$ cat config.mk
export PLATFORM = sky130hd
export DESIGN_NAME = pipelined_mant_adder_flat
export DESIGN_NICKNAME = d
export VERILOG_FILES = /design/src/rtl/pipelined_mant_adder_if.sv /design/src/rtl/pipelined_mant_adder.sv /design/src/flat_wrapper.sv
export SDC_FILE = /design/constraint.sdc
export NUM_CORES = 1
export LEC_CHECK = 0
export ABC_AREA = 1
export CAP_MARGIN = 20
export CORE_ASPECT_RATIO = 1.5
export CORE_MARGIN = 1
export CORE_UTILIZATION = 52
export DETAILED_ROUTE_END_ITERATION = 8
export PLACE_DENSITY = 0.81
export REMOVE_ABC_BUFFERS = 1
export SLEW_MARGIN = 20
export SYNTH_ARGS = -nofsm -noshare
export SYNTH_HDL_FRONTEND = slang
export SYNTH_SLANG_ARGS = --single-unit
$ cat constraint.sdc
create_clock -name clk -period 2.25 [get_ports clk]
set_input_delay 0.3375 -clock clk [delete_from_list [all_inputs] [get_ports clk]]
set_output_delay 0.3375 -clock clk [all_outputs]
set_load 0.01 [all_outputs]
$ cat src/rtl/pipelined_mant_adder_if.sv
// rtl/pipelined_mant_adder_if.sv - operation/result handshake bundle for the pipelined mantissa adder
interface pipelined_mant_adder_if #(
  parameter int WIDTH = 24,
  parameter int TAG_W = 9
);
  // Operation side (exponent-align stage -> adder)
  logic             in_valid;
  logic             in_ready;
  logic [WIDTH-1:0] a;
  logic [WIDTH-1:0] b;
  logic             sub;
  logic [TAG_W-1:0] tag_in;

  // Result side (adder -> normaliser)
  logic             out_valid;
  logic             out_ready;
  logic [WIDTH-1:0] sum;
  logic             carry_out;
  logic             neg;
  logic [TAG_W-1:0] tag_out;

  // Producer of operations / consumer of results
  modport master (
    output in_valid, a, b, sub, tag_in, out_ready,
    input  in_ready, out_valid, sum, carry_out, neg, tag_out
  );

  // The adder itself
  modport slave (
    input  in_valid, a, b, sub, tag_in, out_ready,
    output in_ready, out_valid, sum, carry_out, neg, tag_out
  );
endinterface

$ cat src/rtl/pipelined_mant_adder.sv
// rtl/pipelined_mant_adder.sv - segmented-carry pipelined mantissa add/sub; optional MANT_ADD_ABS_EN magnitude stage
module pipelined_mant_adder #(
  parameter int WIDTH = 24,
  parameter int SEG   = 2,
  parameter int TAG_W = 9
) (
  input logic                    clk,
  input logic                    rst_n,
  pipelined_mant_adder_if.slave  bus
);

  localparam int CW = WIDTH / SEG;

`ifdef MANT_ADD_ABS_EN
  // The sub bit rides along with the tag so the magnitude stage knows the op.
  localparam int MW = TAG_W + 1;
`else
  localparam int MW = TAG_W;
`endif

  if (WIDTH % SEG != 0) begin : g_bad_cfg
    $error("pipelined_mant_adder: WIDTH must be a multiple of SEG");
  end

  logic             live_q;
  logic             advance;
  logic             take;
  logic [WIDTH-1:0] b_eff;
  logic [MW-1:0]    meta_in;

  // in_ready is held low until the first clock edge after reset release
  always_ff @(posedge clk or negedge rst_n) begin
    if (!rst_n) live_q <= 1'b0;
    else        live_q <= 1'b1;
  end

  // Global stall: every stage moves together or none does
  assign advance      = !bus.out_valid || bus.out_ready;
  assign bus.in_ready = live_q && advance;
  assign take         = bus.in_valid && live_q;

  // Subtraction is A + ~B + 1; the +1 enters as stage-1 carry-in
  assign b_eff = bus.sub ? ~bus.b : bus.b;

`ifdef MANT_ADD_ABS_EN
  assign meta_in = {bus.sub, bus.tag_in};
`else
  assign meta_in = bus.tag_in;
`endif

  for (genvar s = 0; s < SEG; s++) begin : g_stage
    localparam int DONE = (s + 1) * CW;  // result bits resolved once this stage has captured

    logic            vin;
    logic            cin;
    logic [MW-1:0]   m_in;
    logic [CW-1:0]   ca;
    logic [CW-1:0]   cb;
    logic [CW:0]     csum;
    logic [DONE-1:0] res_d;

    logic            v_q;
    logic            c_q;
    logic [MW-1:0]   meta_q;
    logic [DONE-1:0] res_q;

    if (s == 0) begin : g_src
      assign vin   = take;
      assign cin   = bus.sub;
      assign m_in  = meta_in;
      assign ca    = bus.a[CW-1:0];
      assign cb    = b_eff[CW-1:0];
      assign res_d = csum[CW-1:0];
    end else begin : g_src
      assign vin   = g_stage[s-1].v_q;
      assign cin   = g_stage[s-1].c_q;
      assign m_in  = g_stage[s-1].meta_q;
      assign ca    = g_stage[s-1].g_rem.ra_q[CW-1:0];
      assign cb    = g_stage[s-1].g_rem.rb_q[CW-1:0];
      assign res_d = {csum[CW-1:0], g_stage[s-1].res_q};
    end

    // One CW-bit chunk per stage; the chunk carry is registered for the next stage
    assign csum = {1'b0, ca} + {1'b0, cb} + {{CW{1'b0}}, cin};

    // Operand chunks still to be consumed travel with the op (not needed after the last stage)
    if (s < SEG - 1) begin : g_rem
      localparam int REM = WIDTH - DONE;

      logic [REM-1:0] ra_d;
      logic [REM-1:0] rb_d;
      logic [REM-1:0] ra_q;
      logic [REM-1:0] rb_q;

      if (s == 0) begin : g_rsrc
        assign ra_d = bus.a[WIDTH-1:CW];
        assign rb_d = b_eff[WIDTH-1:CW];
      end else begin : g_rsrc
        assign ra_d = g_stage[s-1].g_rem.ra_q[REM+CW-1:CW];
        assign rb_d = g_stage[s-1].g_rem.rb_q[REM+CW-1:CW];
      end

      // Hold remaining operand chunks; load only for a valid op so bubbles leave them alone
      always_ff @(posedge clk or negedge rst_n) begin
        if (!rst_n) begin
          ra_q <= '0;
          rb_q <= '0;
        end else if (advance && vin) begin
          ra_q <= ra_d;
          rb_q <= rb_d;
        end
      end
    end

    // Stage register: valid follows the pipe on advance, data loads only for valid ops
    always_ff @(posedge clk or negedge rst_n) begin
      if (!rst_n) begin
        v_q    <= 1'b0;
        c_q    <= 1'b0;
        meta_q <= '0;
        res_q  <= '0;
      end else if (advance) begin
        v_q <= vin;
        if (vin) begin
          c_q    <= csum[CW];
          meta_q <= m_in;
          res_q  <= res_d;
        end
      end
    end
  end

  logic             last_valid;
  logic             last_carry;
  logic [MW-1:0]    last_meta;
  logic [WIDTH-1:0] last_res;

  assign last_valid = g_stage[SEG-1].v_q;
  assign last_carry = g_stage[SEG-1].c_q;
  assign last_meta  = g_stage[SEG-1].meta_q;
  assign last_res   = g_stage[SEG-1].res_q;

`ifdef MANT_ADD_ABS_EN
  localparam logic [WIDTH-1:0] ONE = {{(WIDTH-1){1'b0}}, 1'b1};

  logic             raw_neg;
  logic             o_valid;
  logic             o_carry;
  logic             o_neg;
  logic [WIDTH-1:0] o_sum;
  logic [TAG_W-1:0] o_tag;

  // A subtract that borrowed produced a negative two's-complement result
  assign raw_neg = last_meta[TAG_W] && !last_carry;

  // Magnitude stage: negate borrowed differences, pass everything else through
  always_ff @(posedge clk or negedge rst_n) begin
    if (!rst_n) begin
      o_valid <= 1'b0;
      o_carry <= 1'b0;
      o_neg   <= 1'b0;
      o_sum   <= '0;
      o_tag   <= '0;
    end else if (advance) begin
      o_valid <= last_valid;
      if (last_valid) begin
        o_carry <= last_carry;
        o_neg   <= raw_neg;
        o_sum   <= raw_neg ? (~last_res + ONE) : last_res;
        o_tag   <= last_meta[TAG_W-1:0];
      end
    end
  end

  assign bus.out_valid = o_valid;
  assign bus.sum       = o_sum;
  assign bus.carry_out = o_carry;
  assign bus.neg       = o_neg;
  assign bus.tag_out   = o_tag;
`else
  assign bus.out_valid = last_valid;
  assign bus.sum       = last_res;
  assign bus.carry_out = last_carry;
  assign bus.neg       = 1'b0;
  assign bus.tag_out   = last_meta;
`endif

endmodule

$ cat src/flat_wrapper.sv
// flat-port wrapper written by rule: the top's interface ports become plain ports
module pipelined_mant_adder_flat 
#(
  parameter int WIDTH = 24,
  parameter int SEG   = 2,
  parameter int TAG_W = 9
)
  (clk, rst_n, bus_in_valid, bus_a, bus_b, bus_sub, bus_tag_in, bus_out_ready, bus_in_ready, bus_out_valid, bus_sum, bus_carry_out, bus_neg, bus_tag_out);
  pipelined_mant_adder_if #(.WIDTH(WIDTH), .TAG_W(TAG_W)) bus_i ();
  input logic clk;
  input logic rst_n;
  input wire logic [$bits(bus_i.in_valid)-1:0] bus_in_valid;
  input wire logic [$bits(bus_i.a)-1:0] bus_a;
  input wire logic [$bits(bus_i.b)-1:0] bus_b;
  input wire logic [$bits(bus_i.sub)-1:0] bus_sub;
  input wire logic [$bits(bus_i.tag_in)-1:0] bus_tag_in;
  input wire logic [$bits(bus_i.out_ready)-1:0] bus_out_ready;
  output wire logic [$bits(bus_i.in_ready)-1:0] bus_in_ready;
  output wire logic [$bits(bus_i.out_valid)-1:0] bus_out_valid;
  output wire logic [$bits(bus_i.sum)-1:0] bus_sum;
  output wire logic [$bits(bus_i.carry_out)-1:0] bus_carry_out;
  output wire logic [$bits(bus_i.neg)-1:0] bus_neg;
  output wire logic [$bits(bus_i.tag_out)-1:0] bus_tag_out;
  assign bus_i.in_valid = bus_in_valid;
  assign bus_i.a = bus_a;
  assign bus_i.b = bus_b;
  assign bus_i.sub = bus_sub;
  assign bus_i.tag_in = bus_tag_in;
  assign bus_i.out_ready = bus_out_ready;
  assign bus_in_ready = bus_i.in_ready;
  assign bus_out_valid = bus_i.out_valid;
  assign bus_sum = bus_i.sum;
  assign bus_carry_out = bus_i.carry_out;
  assign bus_neg = bus_i.neg;
  assign bus_tag_out = bus_i.tag_out;
  pipelined_mant_adder #(.WIDTH(WIDTH), .SEG(SEG), .TAG_W(TAG_W)) u_core (.clk(clk), .rst_n(rst_n), .bus(bus_i));
endmodule
[Yosys cells after proc, flatten, opt, wreduce, memory -nomap -nowiden]
Cells that the tools add are included.
Word-level totals
  memory bits (read-only): 0
  memory bits (writable): 0
  latch bits: 0
  logic and storage cells: 24
  memories: 0
  register bits: 83
  output and inout port bits: 37
  input bits: 62
Cells by class
  reduce and logical (&&, ||, !) cells: 7
  equal/unequal tests: 0
  bitwise logic cells: 1
  multiplexer cells: 1
  shift operators: 0
  magnitude comparators: 0
  divide/modulo/power cells: 0
  add/subtract/negate cells: 4
  $mul: 0
Operators with widths (number)
  $add 12x12->13: 2
  $add 13x1->13: 2
  $mux 24: 1
  $not 24->24: 1
  $reduce_and 2->1: 2
  $logic_and 1x1->1: 3
  $logic_not 1->1: 1
  $logic_or 1x1->1: 1

[Longest topological paths before layout]
Gate-level depths: netlist (run 1).
  depth in word-level cells: 4
  depth in mapped cells: 14

[Worst setup path after synthesis (run 1)]
No wires, ideal clock.
  path type: flip-flop to flip-flop
  from: register u_core.g_stage[0].g_rem.rb_q[0]
  to: register u_core.g_stage[1].res_q[16], in the netlist u_core.bus.sum[16]
  slack: 396 ps
  data required time: 2123 ps
  data arrival time: 1727 ps
  cell stages (with the launch flop): 8
  period minus slack after synthesis: 1854 ps
  path through: dfrtp_1 fa_1 fa_1 nand2_1 nand3_1 nand2_1 xor2_1 o21ai_0
On the way
  longest elaborated chain between the ends: 2
RTL lines
  start, declared: line pipelined_mant_adder.sv:93  | logic [REM-1:0] rb_q;
  start signal, assigned: line pipelined_mant_adder.sv:110  | rb_q <= rb_d;
  $add 12x12->13: line pipelined_mant_adder.sv:84  | assign csum = {1'b0, ca} + {1'b0, cb} + {{CW{1'b0}}, cin};
  $add 13x1->13: line pipelined_mant_adder.sv:84
  end signal, assigned: line pipelined_mant_adder.sv:127  | res_q <= res_d;
  end, declared: line pipelined_mant_adder.sv:65  | logic [DONE-1:0] res_q;
No other way between the ends.
A chain may end at the register's enable or synchronous reset.

[Worst setup path in the final report (run 1)]
  from: register u_core.g_stage[0].g_rem.rb_q[0]
  to: register u_core.g_stage[1].res_q[18], in the netlist u_core.bus.sum[18]
Same word-level chain as after synthesis.

==> results.py, run 1 <==
metrics = {
    "worst_setup_path": {
        "critPathMaxFanout": 3,
        "worstPathArrival_ns": 2.29,
        "cp-end-kind": "flop",
        "worstSetupPathType": "reg2reg",
        "startpoint": "u_core.g_stage[0].g_rem.rb_q[0]$_DFFE_PN0P_",
        "start_kind": "flop",
        "cp.required_ns": 2.51,
        "r2r-start": "u_core.g_stage[0].g_rem.rb_q[0]$_DFFE_PN0P_",
    },
    "floorplanning": {
        "core_um2": 8780,
        "die_w_um": 79.6,
        "die_area_um2": 9420,
        "num_io_pins": 99,
        "die_y_um": 118,
        "initial_core_util": 0.535,
        "num_rows": 42,
    },
    "hold_path": {
        "hp-class": "in2async",
    },
    "clock_tree": {
        "post_cts_buffers": 0,
        "cts_tree": "built",
        "cts_root_buffer": "clkbuf_16",
        "cts_resized": 0,
        "hold_buffers": 0,
        "clkSlewWorstSetupHoldPaths_ns": 0.06,
        "clock-sinks": 83,
        "numCtsBuffers": 9,
        "clock_tree.buffer_depth": 2,
        "worst_skew_pair.late_latency_ns": 0.34,
        "h-tree-depth": 3,
    },
    "global_routing": {
        "grt_pass1_wl_um": 17800,
        "overflow": 0,
        "antenna_found_initial": 0,
        "grt_start_max_net_pins": 63,
        "grtUsageTotal": 0.244,
        "grt_pass1_vias": 4053,
    },
    "timing": {
        "hold_violations": 7,
        "timing.hold.ws_ns": -0.00878,
        "setup_viol": 0,
        "tightest_slew_ns": 0.552,
        "min_period_ns": 2.03,
        "rsz0062_at_grt": "false",
        "fin_skew_ns": 0.00484,
        "layout_worst_path_cycle_share": 0.901,
        "drv_slew": 0,
        "fin_setup_tns_ns": 0,
        "fmax_ghz": 0.493,
        "relSlewSlack": 0.632,
    },
    "outcome": {
        "status": "finished with violations",
        "failed_checks": "hold timing",
    },
    "power_and_ir_drop": {
        "leakage_uw": 0.00321,
        "p_total_uw": 5750,
        "power_density_nw_per_um2": 931,
        "ir_drop_mv": 0.584,
    },
    "placement": {
        "port_buffers": 97,
        "place.gp.congestion": 0.866,
        "dpl.hpwl_um": 8050,
    },
    "routing": {
        "routed_wl_um": 10500,
        "firstDrtPassIters": 6,
        "drtIter0Drc": 155,
        "via_per_inst": 5.01,
        "wire_per_inst_um": 12.6,
        "vias": 4176,
        "drcViolationCount": 0,
        "ant_nets": 0,
    },
    "synthesis": {
        "netlist-cell-type-count": 30,
        "ys_ff_latch": 83,
        "ys_seq_area_frac": 0.442,
        "syn_inst": 609,
        "syn_area_um2": 4690,
        "yosys_warnings": 0,
        "syn_area_per_cell_um2": 7.71,
    },
    "cells_and_area": {
        "fin_nets": 806,
        "area_growth_pct": 31.5,
        "n_antenna_cell": 0,
        "drive_above_1_share": 0.0760,
    },
    "run": {
        "cap_violations": 0,
    },
}
## cell type report
| class | instances | area [um^2] |
|---|---|---|
| inverters | 59 | 221 |
| multi-input cells | 447 | 2270 |
| clock inverters | 7 | 76.3 |
| clock buffers | 9 | 225 |
| flip-flops and latches | 83 | 2080 |
| fillers | 709 | 2600 |
| repair buffers | 119 | 1170 |
| well taps | 110 | 138 |
## power by group
group	total, uW	internal (uW)	leakage, uW	switching [uW]
sequential	2150	1910	0.00103	242
clock	1480	867	0.000142	611
combinational	2120	1050	0.00203	1070
## registers in the layout, indices dropped and copies added (netlist names)
| register | count |
|---|---|
| u_core.bus.carry_out | 1 |
| u_core.bus.out_valid | 1 |
| u_core.bus.sum | 24 |
| u_core.bus.tag_out | 9 |
| u_core.g_stage.c_q | 1 |
| u_core.g_stage.g_rem.ra_q | 12 |
| u_core.g_stage.g_rem.rb_q | 12 |
| u_core.g_stage.meta_q | 9 |
| u_core.g_stage.res_q | 12 |
| u_core.g_stage.v_q | 1 |
| u_core.live_q | 1 |
## per-stage QoR
stage | setup slack (ns) | area (um^2) | util | hold WS, ns | std cells
floorplan | 0.381 | 4560 | - | 0.0419 | 589
global placement | -0.0784 | 5870 | 0.669 | 0.358 | 818
detailed placement | -0.0923 | 5870 | 0.669 | 0.363 | 818
CTS | 0.220 | 6170 | 0.704 | 0.00140 | 834
global route | 0.0616 | 6170 | 0.704 | 0.0296 | 834
finish | 0.223 | 6170 | 0.704 | -0.00878 | 834
## cell usage in the layout (no fill, tap or decap), types with 7 or more instances in the layout
master           netlist  routed
nand2_1              272     272
clkdlybuf4s50_1        0      96
dfrtp_1               83      83
inv_1                 57      57
nor2_1                26      26
nand3_1               25      25
ha_1                  22      22
o21ai_0               21      21
buf_4                  8      20
xnor2_1               16      16
xor2_1                14      14
a21oi_1                9       9
clkbuf_16              0       9
nand4_1                7       7
o21ai_1                7       7
## final timing paths
| path | endpoint | slack, ns | cells after the start |
|---|---|---|---|
| min in group clk | u_core.bus.sum[0]$_DFFE_PN0P_ | 0.47 | 2 |
| worst max register to register | u_core.bus.sum[18]$_DFFE_PN0P_ | 0.22 | 9 |
| max in group asynchronous | u_core.bus.tag_out[2]$_DFFE_PN0P_ | 1.53 | 2 |
| worst min register to register | u_core.bus.sum[0]$_DFFE_PN0P_ | 0.47 | 2 |
| worst min-delay path | u_core.bus.sum[22]$_DFFE_PN0P_ | -0.009 | 1 |
| worst max-delay path | u_core.bus.sum[18]$_DFFE_PN0P_ | 0.22 | 9 |
## synth_stat cells, drive strengths merged
cell type / instances / share of area
nand2: 276 / 0.22
dfrtp: 83 / 0.44
inv: 59 / 0.047
o21ai: 30 / 0.034
nor2: 29 / 0.028
nand3: 26 / 0.029
ha: 22 / 0.059
buf: 18 / 0.026
xnor2: 16 / 0.030
xor2: 14 / 0.026
a21oi: 12 / 0.015
nand4: 7 / 0.0093
fa: 3 / 0.013
nand3b: 3 / 0.0048
nor3: 3 / 0.0032
a31oi: 2 / 0.0027
clkbuf: 2 / 0.0016
conb: 2 / 0.0016
o21a: 1 / 0.0016
o22ai: 1 / 0.0027
## critical path, stage by stage, from the launching register on
cell,delay (ns)
dfrtp_1,0.40
fa_1,0.49
fa_1,0.46
nand2_1,0.10
nand3_1,0.08
nand2_1,0.12
o21ai_2,0.07
nand2_1,0.06
nand2_1,0.05
o21ai_1,0.12
## routing by layer
layer | track usage | vias to the layer above | share of wire
li1 | - | 2107 | -
met1 | 0.280 | 1945 | 0.40
met2 | 0.440 | 99 | 0.54
met3 | 0.0263 | 25 | 0.032
met4 | 0.115 | 0 | 0.029
met5 | 0 | - | 0
## kinds of logic after synthesis
kind of cell / Yosys count / synth area share
XOR/XNOR: 30 / 0.0560
flip-flops: 83 / 0.442
buffers and inverters: 79 / 0.0749
AO/OA/AOI/OAI: 46 / 0.0557
other: 2 / 0.00160
AND/OR/NAND/NOR: 344 / 0.298
adder cells (fa/ha/maj): 25 / 0.0714
Note: power is estimated with default switching activity, not from simulation.
==> run 2: changes to the inputs <==
Settings changed: ABC_AREA 1 to 0, CORE_UTILIZATION 52 to 50, GPL_ROUTABILITY_DRIVEN set to 0, HOLD_SLACK_MARGIN set to 0.06, PLACE_DENSITY 0.81 to 0.8.
==> run 2 against run 1 <==
The run ends with setup timing left. Non-clock buffer count up 22. Cell count down 20%. Count of clock-buffer cells in the layout up 3. Flip-flop and latch count unchanged. Register-to-register slack worse by 0.23 ns.
==> results.py, run 2 <==
metrics = {
    "routing": {
        "vias": 3476,
        "via_per_inst": 5.20,
        "routed_wl_um": 10100,
        "drtIter0Drc": 150,
        "wire_per_inst_um": 15.0,
        "drcViolationCount": 0,
        "ant_nets": 0,
        "firstDrtPassIters": 4,
    },
    "timing": {
        "setup_ws_ns": -0.00723,
        "drv_slew": 0,
        "fmax_ghz": 0.443,
        "relSlewSlack": 0.642,
        "hold_violations": 0,
        "fin_skew_ns": 0.00409,
        "layout_worst_path_cycle_share": 1.00,
        "min_period_ns": 2.26,
        "setup_viol": 1,
        "rsz0062_at_grt": "true",
        "tightest_slew_ns": 0.537,
    },
    "worst_setup_path": {
        "slowest_delay_ns": 0.43,
        "cp.required_ns": 2.47,
        "start_kind": "flop",
        "r2r-start": "u_core.g_stage[0].g_rem.rb_q[0]$_DFFE_PN0P_",
        "worstSetupPathType": "reg2reg",
        "critPathMaxFanout": 2,
        "critPathSlowestCell": "fa_2",
        "reg2regPathDepth": 8,
        "cp-end-kind": "flop",
        "r2r_end": "u_core.bus.sum[20]$_DFFE_PN0P_",
        "worstPathArrival_ns": 2.48,
        "r2r_setup_slack_ns": -0.007,
        "path_cells": "fa_2 -> fa_2 -> a211oi_4 -> nor2_1 -> o21a_1 -> a31oi_2 -> xor2_1 -> o21ai_1",
        "crit_top_cell": "fa_2",
    },
    "synthesis": {
        "syn_inst": 424,
        "synthTopCellsByCount": "94 x nand2_1, 83 x dfrtp_1, 27 x nor2_1, 27 x o21ai_0, 26 x a21oi_1",
        "synth_area_leader_cell": "dfrtp_1",
        "synth-edff-count": 0,
        "synth_most_common_cell": "nand2_1",
        "ys.flop_type": "dfrtp_1",
        "syn_area_per_cell_um2": 9.99,
        "syn_area_um2": 4240,
        "async_flop_share": 1.00,
        "yosys_warnings": 0,
        "yosys.area.top_type_share": 0.490,
        "ys_ff_latch": 83,
        "ys_seq_area_frac": 0.490,
        "netlist-cell-type-count": 41,
        "netlist_top_cells_area": "dfrtp_1 49%, nand2_1 8.3%, ha_1 6.5%, mux2_2 6.1%, xnor2_1 4.1%",
    },
    "power_and_ir_drop": {
        "power_density_nw_per_um2": 1010,
        "leakage_uw": 0.00274,
        "p_total_uw": 6090,
        "ir_drop_mv": 0.537,
    },
    "placement": {
        "port_buffers": 97,
        "dpl.hpwl_um": 7190,
        "pre_cts_slack_ns": -0.593,
    },
    "hold_path": {
        "whs_endpoint": "u_core.g_stage[0].meta_q[5]$_DFFE_PN0P_",
        "hp-class": "reg2reg",
        "holdPathStages": 2,
        "hold_path.startpoint": "u_core.g_stage[0].meta_q[5]$_DFFE_PN0P_",
    },
    "floorplanning": {
        "core_um2": 8110,
        "num_rows": 40,
        "die_area_um2": 8860,
        "num_io_pins": 99,
        "die_w_um": 77.2,
        "die_y_um": 115,
        "initial_core_util": 0.523,
    },
    "cells_and_area": {
        "area_growth_pct": 41.7,
        "largest_register_ff_count": 24,
        "fin_nets": 645,
        "seq_area_um2": 2080,
        "n_antenna_cell": 0,
        "final_cell_mix": "93 x nand2_1, 92 x clkdlybuf4s50_1, 83 x dfrtp_1, 42 x buf_4, 27 x nor2_1",
        "fillers": 591,
        "drive_above_1_share": 0.185,
        "multiInputGateArea_um2": 2140,
        "layout_commonest_cell": "nand2_1",
    },
    "clock_tree": {
        "cts_tree": "built",
        "clkSlewWorstSetupHoldPaths_ns": 0.06,
        "clock-sinks": 83,
        "worst_skew_pair.late_latency_ns": 0.34,
        "cts_root_buffer": "clkbuf_16",
        "h-tree-depth": 3,
        "numCtsBuffers": 9,
        "clock_tree.buffer_depth": 2,
    },
    "global_routing": {
        "grt_start_max_net_pins": 45,
        "grt_pass1_vias": 3577,
        "grtUsageTotal": 0.238,
        "grt_pass1_wl_um": 16300,
        "overflow": 0,
        "antenna_found_initial": 0,
    },
    "outcome": {
        "status": "finished with violations",
        "failed_checks": "setup timing",
    },
    "run": {
        "cap_violations": 0,
    },
}
[run 2: cell types whose count changed in the layout (fill, tap and decap cells not counted), moves of 6 or more]
| cell | before | now |
|---|---|---|
| nand2_1 | 272 | 93 |
| inv_1 | 57 | 5 |
| mux2_2 | 0 | 23 |
| buf_4 | 20 | 42 |
| nand3_1 | 25 | 4 |
| a21oi_1 | 9 | 25 |
| nand4_1 | 7 | 1 |
| xor2_1 | 14 | 20 |
[run 2: worst max path at each step]
stage | slack [ns] | start | depth (start not counted) | end
global placement | -0.45 | bus_sub | 10 | u_core.g_stage[0].res_q[10]$_DFFE_PN0P_
CTS | -0.01 | u_core.g_stage[0].g_rem.ra_q[0]$_DFFE_PN0P_ | 8 | u_core.bus.sum[20]$_DFFE_PN0P_
global route | -0.11 | u_core.g_stage[0].g_rem.rb_q[0]$_DFFE_PN0P_ | 7 | u_core.bus.sum[19]$_DFFE_PN0P_
finish | -0.007 | u_core.g_stage[0].g_rem.rb_q[0]$_DFFE_PN0P_ | 8 | u_core.bus.sum[20]$_DFFE_PN0P_
detailed placement | -0.59 | bus_sub | 10 | u_core.g_stage[0].res_q[10]$_DFFE_PN0P_
floorplan | -0.13 | u_core.g_stage[0].g_rem.rb_q[0]$_DFFE_PN0P_ | 8 | u_core.bus.sum[20]$_DFFE_PN0P_
[run 2: cells by family (layout without fill, tap and decap cells)]
logic type      Yosys count  after routing  share of synthesized area
other cells               2              2                    0.00177
simple gates            142            142                      0.136
fa+ha+maj                25             25                     0.0791
buf+inv                  23            162                     0.0236
xor+xnor                 40             40                     0.0827
flops                    83             83                      0.490
mux                      24             24                     0.0644
compound gates           85             85                      0.122
[run 2: routing by layer]
layer,global-route usage,vias to the layer above,share of wire
met5,0,-,0
met2,0.438,85,0.55
li1,-,1705,-
met4,0.122,0,0.032
met3,0.0405,26,0.032
met1,0.262,1660,0.38
[run 2: critical path, delay by kind of cell, from the launching register on]
| family | cells | cell delay (ns) |
|---|---|---|
| xor gates and xnor gates | 1 | 0.16 |
| and+or+nand+nor | 1 | 0.09 |
| DFF | 1 | 0.40 |
| AOI/OAI and AO/OA | 4 | 0.68 |
| adders and majority gates | 2 | 0.82 |
[run 2: through the flow]
step / cell area, um^2 / std cells / hold slack (ns) / utilization / TNS (ns)
detailed placement: 5560 / 646 / 0.359 / 0.685 / -4.96
global route: 6010 / 668 / 0.489 / 0.741 / -0.393
finish: 6010 / 668 / 0.474 / 0.741 / -0.00723
floorplan: 4160 / 406 / 0.0419 / - / -0.188
global placement: 5560 / 646 / 0.349 / 0.685 / -4.00
CTS: 5920 / 665 / 0.479 / 0.731 / -0.0242
[run 2: what timing repair did]
item	in CTS	in global routing
endpoints found under the setup margin	15	13
endpoints found under the hold margin	42	0
hold buffers	1	0
pin swaps	8	14
gates resized for setup	10	17
buffers inserted	2	3
[run 2: area by class of cell]
| class | count | share of cell area |
|---|---|---|
| inverter | 5 | 0.00313 |
| sequential | 83 | 0.346 |
| multi-input combinational | 318 | 0.357 |
| clock buffer | 12 | 0.0444 |
| timing repair buffer | 141 | 0.220 |
| tap | 105 | 0.0219 |
| clock inverter | 4 | 0.00792 |
[run 2: where the power goes]
| part | leakage, uW | switching [uW] | internal (uW) |
|---|---|---|---|
| registers | 0.00100 | 270 | 1950 |
| clock network | 0.000155 | 564 | 945 |
| logic | 0.00158 | 1050 | 1310 |
